<file path="config.mk">
export PLATFORM = sky130hd
export DESIGN_NAME = aux_prog_divider
export DESIGN_NICKNAME = d
export VERILOG_FILES = /design/src/rtl/aux_prog_divider.sv
export SDC_FILE = /design/constraint.sdc
export NUM_CORES = 1
export LEC_CHECK = 0
export BUFFER_PORTS_ARGS = -buffer_cell sky130_fd_sc_hd__buf_2
export CORE_UTILIZATION = 47
export CTS_BUF_LIST = sky130_fd_sc_hd__clkbuf_4
export CTS_CLUSTER_SIZE = 28
export DETAILED_ROUTE_END_ITERATION = 8
export PLACE_DENSITY = 0.66
export SLEW_MARGIN = 25
export SYNTH_ARGS = -nofsm -noshare
export SYNTH_HDL_FRONTEND = slang
export SYNTH_SLANG_ARGS = --single-unit
</file>
<file path="constraint.sdc">
create_clock -name clk -period 3.95 [get_ports clk]
set_input_delay 0 -clock clk [delete_from_list [all_inputs] [get_ports clk]]
set_output_delay 0 -clock clk [all_outputs]
set_load 0.02 [all_outputs]
</file>
<file path="src/rtl/aux_prog_divider.sv">
// rtl/aux_prog_divider.sv - multi-channel run-time programmable clock divider
// Each channel toggles clk_out every `act` enabled cycles; reloads from a shadow only at phase boundaries.
module aux_prog_divider #(
    parameter int Channels    = 4,
    parameter int CntBit      = 32,
    parameter int DefaultHalf = 50_000_000,
    localparam int ChBit      = (Channels > 1) ? $clog2(Channels) : 1
) (
    input  logic                clk,
    input  logic                rst_n,
    input  logic [Channels-1:0] en,
    input  logic                sync,
    input  logic                cfg_we,
    input  logic [ChBit-1:0]    cfg_ch,
    input  logic [CntBit-1:0]   cfg_half,
    output logic [Channels-1:0] clk_out,
    output logic [Channels-1:0] tick,
    output logic [Channels-1:0] pending
);

    localparam logic [CntBit-1:0] ResetHalf = CntBit'(DefaultHalf);

    logic [CntBit-1:0]   cnt_q [Channels];
    logic [CntBit-1:0]   cnt_d [Channels];
    logic [CntBit-1:0]   act_q [Channels];
    logic [CntBit-1:0]   act_d [Channels];
    logic [CntBit-1:0]   shd_q [Channels];
    logic [CntBit-1:0]   shd_d [Channels];
    logic [Channels-1:0] clk_out_q, clk_out_d;
    logic [Channels-1:0] tick_q, tick_d;
    logic [Channels-1:0] pending_q, pending_d;
    logic [Channels-1:0] wr_hit;
    logic [Channels-1:0] terminal;
    logic [CntBit-1:0]   next_half [Channels];

    always_comb begin
        for (int i = 0; i < Channels; i++) begin
            wr_hit[i]    = cfg_we && (int'(cfg_ch) == i);
            // A write landing on a reload point beats the stale shadow.
            next_half[i] = wr_hit[i] ? cfg_half : shd_q[i];
            terminal[i]  = en[i] && (act_q[i] != '0)
                           && (cnt_q[i] == act_q[i] - CntBit'(1));

            cnt_d[i]     = cnt_q[i];
            act_d[i]     = act_q[i];
            shd_d[i]     = next_half[i];
            clk_out_d[i] = clk_out_q[i];
            tick_d[i]    = 1'b0;
            pending_d[i] = pending_q[i] | wr_hit[i];

            if (sync || (act_q[i] == '0)) begin
                cnt_d[i]     = '0;
                clk_out_d[i] = 1'b0;
                act_d[i]     = next_half[i];
                pending_d[i] = 1'b0;
            end else if (terminal[i]) begin
                cnt_d[i]     = '0;
                act_d[i]     = next_half[i];
                pending_d[i] = 1'b0;
                // Reloading to zero parks the output low instead of emitting a runt high.
                clk_out_d[i] = ~clk_out_q[i] && (next_half[i] != '0);
                tick_d[i]    = clk_out_d[i];
            end else if (en[i]) begin
                cnt_d[i] = cnt_q[i] + CntBit'(1);
            end
        end
    end

    always_ff @(posedge clk or negedge rst_n) begin
        if (!rst_n) begin
            for (int i = 0; i < Channels; i++) begin
                cnt_q[i] <= '0;
                act_q[i] <= ResetHalf;
                shd_q[i] <= ResetHalf;
            end
            clk_out_q <= '0;
            tick_q    <= '0;
            pending_q <= '0;
        end else begin
            cnt_q     <= cnt_d;
            act_q     <= act_d;
            shd_q     <= shd_d;
            clk_out_q <= clk_out_d;
            tick_q    <= tick_d;
            pending_q <= pending_d;
        end
    end

    assign clk_out = clk_out_q;
    assign tick    = tick_q;
    assign pending = pending_q;

endmodule

</file>
==> metrics.txt <==
Hold Path Depth 3; htree depth 3; Yosys cell types 79; maximum vdd drop 0.312 mV; fmax 0.239 GHz; Die Wd 218 um; Yosys top cell area share 34.2%; max-cap viol count 0; synthesized area 0.0219 mm2; max-slew violations 0; violated checks setup timing; post-synthesis cell count 2,167; status complete, but fails checks; ys flop type dfrtp_1; initial drt markers 1,243; DRT Wirelength 59,600 um; critical-path maximum fanout 8; worst-margin pin slew 830 ps; worst hold margin 55.3 ps; Setup violations, final 66; hold path endpoint cnt_q[33]; layout cells sized above 1 27.1%; Post-Syn Nets 2,221; post-synthesis register bit count 396; kind of critical path flop to flop; post-route ant nets 0; crit path time final 4180 ps; synth warn 0; Syn Area/Cell 10.1 um2; pin count of the biggest net entering global routing 162; Sw Pwr 3.69 mW; Die Ht 218 um; FF-to-FF path depth 13; GRT Total Usage 25.5%; Vias 17,700; CTS Sinks 396; power per cell area 457 mW/mm2; DRC Markers 0; Yosys top cell by area dfrtp_1; row cnt 78; # port buffers 53; Comb power frac 21.8%; number of enable flip-flop cells after synthesis 0; Hold Crit Start en[2]; Skew-Pair Late Insertion Delay 840 ps; Hold Crit Class input port to flop; post-synthesis sequential area ratio 45.7%; Clock Root Buffer clkbuf_4; RSZ-0062 raised after global routing yes; Post-Route Skew 68.9 ps; die area 0.0475 mm2; synth top area cells dfrtp_1 (34%), dfstp_2 (11%), mux2_2 (10%); CTS max path bufs 3; Worst EP arrival 4910 ps; clk slew on worst S/H paths 70 ps; Slew HR 44.6%; total power 11.8 mW; IO Pins 54; vias per inst 5.73; vias in the first global route 17,500; Avg WL per Cell 19.3 um; Sw Share 31.4%; crit start category flop; Post-DP HPWL 41,800 um; Core Region 0.0457 mm2; Req. time, crit path 4680 ps; Static Leak 10.8 nW; grt ovf 0; R2R Setup Slk -230 ps; FF-to-FF End act_q[56]; iteration count of the initial detailed-routing pass 7; Final Hold Viols 0; FF-to-FF Start act_q[32]; Starting Density 48.0%; fin util 56.4%; Sum Neg Setup Slack -9340 ps; Final #Nets 2,443; Clock Power Share 32.8%; async set-or-reset flop fraction in the synthesized netlist 100%; Final Worst Setup Slack -232 ps; gpl congestion 0.951; internal power 8.08 mW; initial antenna violation count 3; first-pass GRT wire length 95,700 um; Seq pwr share 45.3%; CTS Buf Count 103; crit share post-route 106%; CTS tree built; Setup crit end kind flop; Layout area overhead 17.4%
## repair_timing
action	4_1_cts	5_1_grt
cloned	4	1
setup endpoints to repair	66	107
resized for setup	53	10
endpoints found under the hold margin	609	0
pin swaps	10	2
hold buffers	48	0
setup buffers	6	0
## logic make-up after synthesis
family / after synthesis / share of synthesized area [%]
flip-flops: 396 / 45.7
XOR/XNOR: 268 / 10.7
AND/OR/NAND/NOR: 875 / 21.1
multiplexers: 248 / 12.4
AO/OA/AOI/OAI: 207 / 6.34
adder cells (fa/ha/maj): 12 / 0.684
buffers and inverters: 161 / 3.06
## placed cells by master, fill, tap and decap left out, types with 20 or more instances in the layout
cell type	instances
a21oi_1	63
and3_1	41
buf_2	52
buf_4	85
clkbuf_4	169
clkinv_1	20
dfrtp_1	300
dfstp_2	96
dlygate4sd3_1	47
inv_1	71
mux2_2	172
mux2_4	22
mux2i_1	51
nand2_1	110
nand3_1	83
nand4_1	71
nor2_1	251
nor3_1	62
nor4_1	70
o21ai_0	34
or3_1	37
or4_1	21
xnor2_1	128
xor2_1	140
## worst max path at each step
| stage | from | end | cells after the start |
|---|---|---|---|
| after global routing | act_q[32] | act_q[60] | 13 |
| after CTS | act_q[32] | act_q[58] | 13 |
| after floorplan | act_q[32] | act_q[60] | 14 |
| final | act_q[32] | act_q[56] | 13 |
| after detailed placement | act_q[33] | act_q[42] | 12 |
| after global placement | act_q[33] | act_q[43] | 12 |
## metrics by stage
step / instance area (um2) / setup WS, ps / instances
final: 25800 / -232 / 3081
after global routing: 25800 / -366 / 3081
after CTS: 25700 / -234 / 3077
after detailed placement: 23400 / -207 / 2826
after global placement: 23400 / -173 / 2826
after floorplan: 21900 / -224 / 2167
## cells in the mapped netlist (all sizes together), types with 7 or more instances
cell and instances:
a21oi 64, a31oi 8, and2 9, and3 41, and4 8, buf 24, clkbuf 64, dfrtp 300
dfstp 96, ha 12, inv 73, mux2 197, mux2i 51, nand2 110, nand2b 13, nand3 84
nand3b 9, nand4 71, nand4b 11, nor2 254, nor2b 8, nor3 63, nor3b 17, nor4 75
nor4b 10, o211ai 8, o21ai 36, o22ai 9, o31ai 10, or2 7, or3 37, or4 26
or4b 8, xnor2 128, xor2 140
## registers in the layout, indices dropped and copies added, names as in the netlist
register	count
clk_out	4
shd_q	128
tick	4
pending	4
cnt_q	128
act_q	128
## critical path, cell delays in order (launching register included)
cell,delay (ps)
dfrtp_1,390
inv_2,90
ha_4,130
or3b_4,390
or4_4,500
a21oi_4,150
o2111ai_2,110
or4_1,430
or4b_1,510
or4b_4,570
o21ai_4,190
buf_6,160
buf_12,140
mux2_2,330
## power by group through the flow
stage	sequential [mW]	combinational (mW)	clock, mW
3_3_place_gp	5.35	2.32	0
4_1_cts	5.32	2.53	3.95
5_1_grt	5.41	2.81	4.18
6_report	5.33	2.57	3.86
3_5_place_dp	5.39	2.39	0
2_1_floorplan	5.14	1.74	0
## per-layer routing
metal  track usage, %  vias up  part of all wire [%]
li1                 -     8275                     -
met1             35.3     8780                    46
met2             40.4      493                    47
met3             4.41      113                   4.9
met4             8.72        0                   2.7
met5                0        -                     0
## final cells by class
type | instances | area (um2)
Sequential cell | 396 | 10000
Clock inverter | 24 | 169
Multi-Input combinational cell | 1610 | 11500
Antenna cell | 4 | 10.0
Tap cell | 600 | 751
Clock buffer | 169 | 1270
Fill cell | 3965 | 19900
Inverter | 73 | 274
Timing Repair Buffer | 205 | 1790
Note: power is estimated with default switching activity, not from simulation.
